<file path="src/rtl/spi_slave_if.sv">
// Signal bundle between the SPI pins / local logic and the spi_slave target.
// The slave modport is the target's view; master is the view of whatever
// drives the pins and the transmit load port.
interface spi_slave_if #(
    parameter int unsigned DWIDTH = 8
);
    logic              ss;
    logic              sclk;
    logic              mosi;
    logic              miso;
    logic [DWIDTH-1:0] tx_data;
    logic              tx_load;
    logic              tx_ready;
    logic [DWIDTH-1:0] rx_data;
    logic              rx_valid;
    logic              tx_underrun;
    logic              busy;

    modport slave (
        input  ss, sclk, mosi, tx_data, tx_load,
        output miso, tx_ready, rx_data, rx_valid, tx_underrun, busy
    );

    modport master (
        output ss, sclk, mosi, tx_data, tx_load,
        input  miso, tx_ready, rx_data, rx_valid, tx_underrun, busy
    );
endinterface

</file>
<file path="src/rtl/spi_slave.sv">
// Mode-0 SPI target. Oversamples sclk/ss/mosi on clk, shifts words MSB-first
// in both directions, hands received words out with a one-cycle valid pulse
// and takes the next transmit word from a single-entry load buffer.
module spi_slave #(
    parameter int unsigned DWIDTH = 8
) (
    input  logic        clk,
    input  logic        reset,
    spi_slave_if.slave  bus
);

    localparam int unsigned     CNT_W    = (DWIDTH > 1) ? $clog2(DWIDTH) : 1;
    localparam logic [CNT_W-1:0] LAST_BIT = CNT_W'(DWIDTH - 1);

    typedef enum logic {
        IDLE,
        ACTIVE
    } state_e;

    state_e            state_q, state_d;

    logic [2:0]        sclk_sync_q;
    logic [1:0]        ss_sync_q;
    logic [1:0]        mosi_sync_q;

    logic [DWIDTH-1:0] shift_tx_q, shift_tx_d;
    logic [DWIDTH-1:0] shift_rx_q, shift_rx_d;
    logic [CNT_W-1:0]  bit_cnt_q, bit_cnt_d;
    logic [DWIDTH-1:0] rx_data_q, rx_data_d;
    logic              rx_valid_q, rx_valid_d;
    logic              tx_underrun_q, tx_underrun_d;
    logic [DWIDTH-1:0] tx_buf_q, tx_buf_d;
    logic              tx_full_q, tx_full_d;

    logic              ss_s;
    logic              mosi_s;
    logic              sclk_rise;
    logic              sclk_fall;
    logic              word_start;
    logic [DWIDTH-1:0] rx_next;
    logic              busy;
    logic              miso;

    assign ss_s      = ss_sync_q[1];
    assign mosi_s    = mosi_sync_q[1];
    assign sclk_rise =  sclk_sync_q[1] & ~sclk_sync_q[2];
    assign sclk_fall = ~sclk_sync_q[1] &  sclk_sync_q[2];

    // Two-flop synchronizers for the pins, plus a third sclk stage for edge detection.
    always_ff @(posedge clk) begin
        if (!reset) begin
            sclk_sync_q <= '0;
            ss_sync_q   <= '0;
            mosi_sync_q <= '0;
        end else begin
            sclk_sync_q <= {sclk_sync_q[1:0], bus.sclk};
            ss_sync_q   <= {ss_sync_q[0], bus.ss};
            mosi_sync_q <= {mosi_sync_q[0], bus.mosi};
        end
    end

    // FSM state register.
    always_ff @(posedge clk) begin
        if (!reset) begin
            state_q <= IDLE;
        end else begin
            state_q <= state_d;
        end
    end

    // FSM next state: selection alone decides between IDLE and ACTIVE.
    always_comb begin
        state_d = state_q;
        case (state_q)
            IDLE:    if (ss_s)  state_d = ACTIVE;
            ACTIVE:  if (!ss_s) state_d = IDLE;
            default: state_d = IDLE;
        endcase
    end

    // FSM outputs: busy while ACTIVE, miso forced low when not selected.
    always_comb begin
        busy = (state_q == ACTIVE);
        miso = busy ? shift_tx_q[DWIDTH-1] : 1'b0;
    end

    // Datapath next state: shifting, word completion, word start and load buffer.
    // A deselect suppresses any edge seen in the same cycle, so partial words are dropped.
    always_comb begin
        shift_tx_d    = shift_tx_q;
        shift_rx_d    = shift_rx_q;
        bit_cnt_d     = bit_cnt_q;
        rx_data_d     = rx_data_q;
        rx_valid_d    = 1'b0;
        tx_underrun_d = 1'b0;
        tx_buf_d      = tx_buf_q;
        tx_full_d     = tx_full_q;
        word_start    = 1'b0;
        rx_next       = {shift_rx_q[DWIDTH-2:0], mosi_s};

        case (state_q)
            IDLE: begin
                if (ss_s) word_start = 1'b1;
            end
            ACTIVE: begin
                if (ss_s) begin
                    if (sclk_rise) begin
                        shift_rx_d = rx_next;
                        if (bit_cnt_q == LAST_BIT) begin
                            rx_data_d  = rx_next;
                            rx_valid_d = 1'b1;
                            word_start = 1'b1;
                        end else begin
                            bit_cnt_d = bit_cnt_q + 1'b1;
                        end
                    end else if (sclk_fall && (bit_cnt_q != '0)) begin
                        // bit_cnt of 0 means a fresh word whose MSB must stay on the line.
                        shift_tx_d = shift_tx_q << 1;
                    end
                end
            end
            default: ;
        endcase

        if (word_start) begin
            shift_tx_d    = tx_full_q ? tx_buf_q : '0;
            tx_underrun_d = ~tx_full_q;
            tx_full_d     = 1'b0;
            bit_cnt_d     = '0;
        end

        // A load coinciding with a word start refills the buffer just emptied.
        if (bus.tx_load && (!tx_full_q || word_start)) begin
            tx_buf_d  = bus.tx_data;
            tx_full_d = 1'b1;
        end
    end

    // Datapath registers.
    always_ff @(posedge clk) begin
        if (!reset) begin
            shift_tx_q    <= '0;
            shift_rx_q    <= '0;
            bit_cnt_q     <= '0;
            rx_data_q     <= '0;
            rx_valid_q    <= 1'b0;
            tx_underrun_q <= 1'b0;
            tx_buf_q      <= '0;
            tx_full_q     <= 1'b0;
        end else begin
            shift_tx_q    <= shift_tx_d;
            shift_rx_q    <= shift_rx_d;
            bit_cnt_q     <= bit_cnt_d;
            rx_data_q     <= rx_data_d;
            rx_valid_q    <= rx_valid_d;
            tx_underrun_q <= tx_underrun_d;
            tx_buf_q      <= tx_buf_d;
            tx_full_q     <= tx_full_d;
        end
    end

    assign bus.miso        = miso;
    assign bus.busy        = busy;
    assign bus.tx_ready    = ~tx_full_q;
    assign bus.rx_data     = rx_data_q;
    assign bus.rx_valid    = rx_valid_q;
    assign bus.tx_underrun = tx_underrun_q;

endmodule

</file>
<file path="src/flat_wrapper.sv">
// flat-port wrapper written by rule: the top's interface ports become plain ports
module spi_slave_flat 
#(
    parameter int unsigned DWIDTH = 8
)
  (clk, reset, bus_ss, bus_sclk, bus_mosi, bus_tx_data, bus_tx_load, bus_miso, bus_tx_ready, bus_rx_data, bus_rx_valid, bus_tx_underrun, bus_busy);
  spi_slave_if #(.DWIDTH(DWIDTH)) bus_i ();
  input  logic clk;
  input  logic reset;
  input wire logic [$bits(bus_i.ss)-1:0] bus_ss;
  input wire logic [$bits(bus_i.sclk)-1:0] bus_sclk;
  input wire logic [$bits(bus_i.mosi)-1:0] bus_mosi;
  input wire logic [$bits(bus_i.tx_data)-1:0] bus_tx_data;
  input wire logic [$bits(bus_i.tx_load)-1:0] bus_tx_load;
  output wire logic [$bits(bus_i.miso)-1:0] bus_miso;
  output wire logic [$bits(bus_i.tx_ready)-1:0] bus_tx_ready;
  output wire logic [$bits(bus_i.rx_data)-1:0] bus_rx_data;
  output wire logic [$bits(bus_i.rx_valid)-1:0] bus_rx_valid;
  output wire logic [$bits(bus_i.tx_underrun)-1:0] bus_tx_underrun;
  output wire logic [$bits(bus_i.busy)-1:0] bus_busy;
  assign bus_i.ss = bus_ss;
  assign bus_i.sclk = bus_sclk;
  assign bus_i.mosi = bus_mosi;
  assign bus_i.tx_data = bus_tx_data;
  assign bus_i.tx_load = bus_tx_load;
  assign bus_miso = bus_i.miso;
  assign bus_tx_ready = bus_i.tx_ready;
  assign bus_rx_data = bus_i.rx_data;
  assign bus_rx_valid = bus_i.rx_valid;
  assign bus_tx_underrun = bus_i.tx_underrun;
  assign bus_busy = bus_i.busy;
  spi_slave #(.DWIDTH(DWIDTH)) u_core (.clk(clk), .reset(reset), .bus(bus_i));
endmodule
</file>
<file path="config.mk">
export PLATFORM = sky130hd
export DESIGN_NAME = spi_slave_flat
export DESIGN_NICKNAME = d
export VERILOG_FILES = /design/src/rtl/spi_slave_if.sv /design/src/rtl/spi_slave.sv /design/src/flat_wrapper.sv
export SDC_FILE = /design/constraint.sdc
export NUM_CORES = 1
export LEC_CHECK = 0
export CORE_MARGIN = 10
export CORE_UTILIZATION = 25
export CTS_CLUSTER_DIAMETER = 80
export DETAILED_ROUTE_END_ITERATION = 16
export MAX_ROUTING_LAYER = met4
export SYNTH_ARGS = -nofsm -noshare
export SYNTH_HDL_FRONTEND = slang
export SYNTH_SLANG_ARGS = --single-unit
</file>
<file path="constraint.sdc">
create_clock -name clk -period 1.57 [get_ports clk]
set_clock_uncertainty 0.05 [all_clocks]
set_input_delay 0.471 -clock clk [delete_from_list [all_inputs] [get_ports clk]]
set_output_delay 0.471 -clock clk [all_outputs]
set_load 0.01 [all_outputs]
</file>
After elaboration in Yosys (flattened, before gate mapping)
Cells that the tools add are included.
W data, S select, Z words.
- register bits after elaboration: 45
- input bits: 14
- output and inout bits: 13
- logic and storage cells: 53
- $add $sub $neg: 1
- eq/ne operators: 2
- muxes and demuxes: 14
- bitwise operators: 8
- reduce and logical (&&, ||, !) cells: 16
- operators with widths (operator ; count):
    $mux W8 ; 6
    $reduce_and A4 Y1 ; 3
    $reduce_bool A2 Y1 ; 4
    $mux W1 ; 7
    $not A1 Y1 ; 6
    $reduce_and A2 Y1 ; 2
    $add A3 B1 Y3 const B ; 1
    $eq A3 B3 Y1 const B ; 1
    $reduce_and A3 Y1 ; 1
    $reduce_bool A3 Y1 ; 1
    $and A1 B1 Y1 ; 2
    $logic_and A1 B1 Y1 ; 2
    $ne A2 B2 Y1 const B ; 1
    $pmux W1 S2 ; 1
    $reduce_or A2 Y1 ; 1
    $logic_not A1 Y1 ; 1
    $logic_or A1 B1 Y1 ; 1

Longest topological paths before layout
- word-level depth: 8
- gate-level depth with buffers: 6
- depth with buffers taken out: 5

Worst setup path before layout
No wires, ideal clock.
- path type: register to register
- start point: register u_core.bit_cnt_q[0]
- end point: register u_core.shift_tx_q[6]
- library setup time: 91 ps
- arrival: 1591 ps
- required time: 1429 ps
- slack: -162 ps
- cell stages (with the launch flop): 7
- buffers on the path: 1
- clock period less this slack: 1732 ps
- cells stage by stage: dfxtp_1 > inv_1 > ha_1 > nor2b_1 > buf_2 > or4b_1 > a311oi_1
- cells in the longest elaborated chain, start to end: 7
- elaborated cells between the ends (all ways): 13
- classes of those cells: eq/ne: 2; mux: 5; reduce/logical: 6
- ends and longest elaborated chain (element ; RTL line ; text):
    from (decl) ; spi_slave.sv:28 ; logic [CNT_W-1:0] bit_cnt_q, bit_cnt_d;
    from (signal assigned) ; spi_slave.sv:153 ; bit_cnt_q <= bit_cnt_d;
    $eq A3 B3 Y1 ; spi_slave.sv:109 ; if (bit_cnt_q == LAST_BIT) begin
    $mux W1 ; spi_slave.sv:109 ;
    $mux W1 ; spi_slave.sv:107 ; if (sclk_rise) begin
    $mux W1 ; spi_slave.sv:106 ; if (ss_s) begin
    $pmux W1 S2 ; spi_slave.sv:101 ; case (state_q)
    $ne A2 B2 Y1 (no line) / $reduce_bool A2 Y1 (equally long branches) ; -- ;
    $reduce_and A4 Y1 (no line) ; -- ;
    to (signal assigned) ; spi_slave.sv:151 ; shift_tx_q <= shift_tx_d;
    to (decl) ; spi_slave.sv:26 ; logic [DWIDTH-1:0] shift_tx_q, shift_tx_d;
Parallel ways exist; a longest one is shown, timed or not.
A chain may end at the register's enable or synchronous reset.

Worst setup path in the final report
- start point: register u_core.bit_cnt_q[0]
- end point: register u_core.shift_tx_q[4]
The elaborated chain is that of the path after synthesis.

==> out/qor.log <==
[critical_path] critical path data arrival time 1.80 ns
[power] switching fraction of total power 22.1%
[critical_path] largest fanout on the critical path 7
[logic_synthesis] Synth Net Count 221
[global_route] number of antenna violations at the first check in global routing 0
[logic_synthesis] most frequent cell after synthesis dfxtp_1
[route] final wirelength 4510 µm
[logic_synthesis] share of synthesized registers carrying an async set or reset 0%
[cts] CTS tree built
[logic_synthesis] most common library cells after synthesis 45 x dfxtp_1, 30 x nand2_1, 20 x a21oi_1
[logic_synthesis] Seq/Total Area, Yosys 48.6%
[sta] highest attainable clock frequency 614 MHz
[sta] slew of the pin with the lowest slew margin 0.304 ns
[sta] number of max-slew violations in the final report 0
[floorplan] Ports 27
[cts] maximum level of the CTS H-tree 2
[logic_synthesis] yosys warns 0
[logic_synthesis] Yosys top cell area share 48.6%
[logic_synthesis] cell type contributing the most total cell area after synthesis dfxtp_1
[floorplan] die area 0.0113 mm²
[route] post-route ant nets 0
[outcome] violated checks setup timing
[run] number of maximum-capacitance violations 0
[final_layout] net count reported at finish 261
[power] sequential group share of total power 52.0%
[critical_path] Slowest Stage Delay on Critical Path 0.52 ns
[min_path] worst min-delay path class flop to flop
[floorplan] Chip Width 106 µm
[sta] RSZ-0062 raised after global routing yes
[cts] CTS Buf Count 5
[final_layout] Inserted Diodes 0
[sta] period utilisation layout 104%
[final_layout] layout filler cell count 765
[placed_design] # port buffers 26
[sta] worst slew margin relative to its limit 79.7%
[floorplan] vertical die dimension 106 µm
[cts] library cell used as clock root buffer clkbuf_8
[route] Via-to-Cell Ratio 4.59
[final_layout] layout cell share with drive strength beyond 1 22.9%
[sta] Setup TNS -0.319 ns
[global_route] number of global-route vias before repair 1,490
[power] static power due to leakage 1.00 nW
[cts] CTS sink cnt 45
[cts] clock latency reported for the late side of the worst-skew pair 0.30 ns
[floorplan] Starting Density 25.7%
[final_layout] area growth from synthesis to layout 40.5%
[critical_path] slowest CP cell or4b_4
[route] first-iteration detailed-routing DRC count 81
[placed_design] detailed-placement wirelength estimate 3020 µm
[route] vias post-DR 1,580
[global_route] global-route usage over all layers 7.95%
[final_layout] area taken by multi-input logic gates 951 µm²
[outcome] result of the run finished with violations
[power] Max rail drop VDD 316 µV
[placed_design] weighted congestion reported at the end of routability-driven placement 0.749
[logic_synthesis] synthesized netlist cell count 204
[logic_synthesis] EDFF count, synth 0
[cts] CTS Hold Buffers Added 0
[global_route] leftover overflow at the end of global routing 0
[logic_synthesis] post-synthesis register bit count 45
[route] residual DRC count 0
[critical_path] CP Data Required Time 1.74 ns
[critical_path] Top Family by Delay on Critical Path simple AND/OR/NAND/NOR gates
[power] Final Power 0.00229 W
[logic_synthesis] number of different library cells in the post-synthesis netlist 25
[critical_path] Worst Path Buf+Inv 1
[floorplan] number of placement rows 31
[critical_path] crit-path cells inv_4 > ha_4 > nor2b_4 > or4b_4 > a311oi_2
[power] switching power 0.000507 W
[global_route] global-route wire length before repair 7270 µm
[critical_path] WS Path Type flop to flop
[logic_synthesis] Synth Cell Area 0.00185 mm²
[sta] count of endpoints failing hold in the final timing report 0
[power] clock network fraction of design power 40.3%
[logic_synthesis] primary flip-flop cell chosen by synthesis mapping dfxtp_1
[cts] clock tree buffer depth 2
[power] power density normalized to cell area 880 mW/mm²
[global_route] largest net degree at the start of global routing 23
[logic_synthesis] synthesized area per cell 9.09 µm²
[logic_synthesis] dominant cells by area after synthesis dfxtp_1 49%, nand2_1 6.1%, a21oi_1 5.4%, mux2i_1 4.3%, nand3_1 3.8%
[sta] final period demand of the worst path 1.63 ns
[route] number of search-and-repair iterations in the first detailed-routing pass 4
[floorplan] core region area 0.00721 mm²
[route] detailed-route wire length per cell 13.1 µm
[critical_path] Worst setup SP type flop
[power] cell internal power dissipation 0.00178 W
[sta] final count of negative-setup-slack endpoints 15
[sta] hold slack 0.388 ns
[final_layout] flip-flop and latch area 912 µm²
[sta] final setup slack of the worst path -0.0588 ns
[critical_path] critical path capture point type flop
[cts] clock slew at the register clock pins of the worst setup and hold paths 0.09 ns
[power] combinational share of power 7.8%
[kinds of logic (layout without fill, tap and decap cells)]
group	count (synthesis)	count (layout)	synth area share, %
AOI/OAI and AO/OA	54	54	19.0
adders and majority gates	3	3	2.02
buffers and inverters	24	64	5.67
DFF	45	45	48.6
muxes	8	8	4.32
and+or+nand+nor	70	71	20.4
[final timing paths]
check                                      startpoint  slack (ns)  cells after the start                    end
worst max register to register    u_core.bit_cnt_q[0]       -0.06                      5   u_core.shift_tx_q[4]
worst min-delay path            u_core.sclk_sync_q[0]        0.39                      1  u_core.sclk_sync_q[1]
worst min register to register  u_core.sclk_sync_q[0]        0.39                      1  u_core.sclk_sync_q[1]
worst max-delay path              u_core.bit_cnt_q[0]       -0.06                      5   u_core.shift_tx_q[4]
[cell type report]
class | count | share of cell area [%]
clock buffers | 6 | 3.17
repair buffers | 50 | 18.1
inverters | 6 | 1.06
clock inverters | 2 | 1.44
flip-flops and latches | 45 | 35.0
multi-input cells | 136 | 36.5
well taps | 99 | 4.76
[flip-flops by register name, indices dropped and copies added, names as in the netlist]
signal and flops:
u_core.bit_cnt_q 3, u_core.bus.busy 1, u_core.bus.rx_data 8, u_core.bus.rx_valid 1, u_core.bus.tx_underrun 1, u_core.mosi_sync_q 2, u_core.sclk_sync_q 3, u_core.shift_rx_q 7
u_core.shift_tx_q 8, u_core.ss_sync_q 2, u_core.tx_buf_q 8, u_core.tx_full_q 1
[repair_timing]
action                     4_1_cts  5_1_grt
pin swaps                       11       11
buffers inserted                 3        0
setup endpoints to repair       29       27
cloned                           1        0
resized for setup               28       15
[power by group through the flow]
| stage | clock, W | sequential [W] | combinational, W |
|---|---|---|---|
| floorplan | 0 | 0.00121 | 0.0000879 |
| global placement | 0 | 0.00122 | 0.000172 |
| detailed placement | 0 | 0.00122 | 0.000174 |
| CTS | 0.000949 | 0.00119 | 0.000173 |
| global route | 0.000989 | 0.00119 | 0.000192 |
| finish | 0.000922 | 0.00119 | 0.000178 |
[metal layers]
layer	global-route usage, %	wire (µm)	vias to the layer above
met5	-	0	-
met4	2.61	77	0
met3	2.90	197	9
met2	12.1	2140	25
met1	9.52	2100	742
li1	-	-	804
[placed cells by master, fill, tap and decap left out, types with 2 or more instances in the layout]
cell type         n
buf_4            19
clkbuf_8          6
dfxtp_1          42
o21ai_0          10
ha_4              3
nor3_1            2
inv_1             4
inv_4             2
o31ai_1           7
nand3_1          13
dlygate4sd2_1    11
or4b_1            5
nand4b_1          2
buf_12            4
a21oi_1          19
mux2i_1           8
nor2b_4           2
a311oi_2          3
a22oi_1           6
dfxtp_4           3
a311oi_1          4
buf_2             2
nand2_1          30
or4b_4            2
and2_1            8
clkdlybuf4s50_1  13
[per-stage QoR]
step	setup WS [ns]	cells	area, µm²	util (%)
after floorplan	-0.00841	204	1870	-
after global placement	-0.0460	332	2380	32.9
after detailed placement	-0.109	332	2380	32.9
after CTS	-0.0869	344	2570	35.6
after global routing	-0.126	344	2610	36.1
final	-0.0588	344	2610	36.1
No activity file was read; power rests on OpenSTA's default activity.
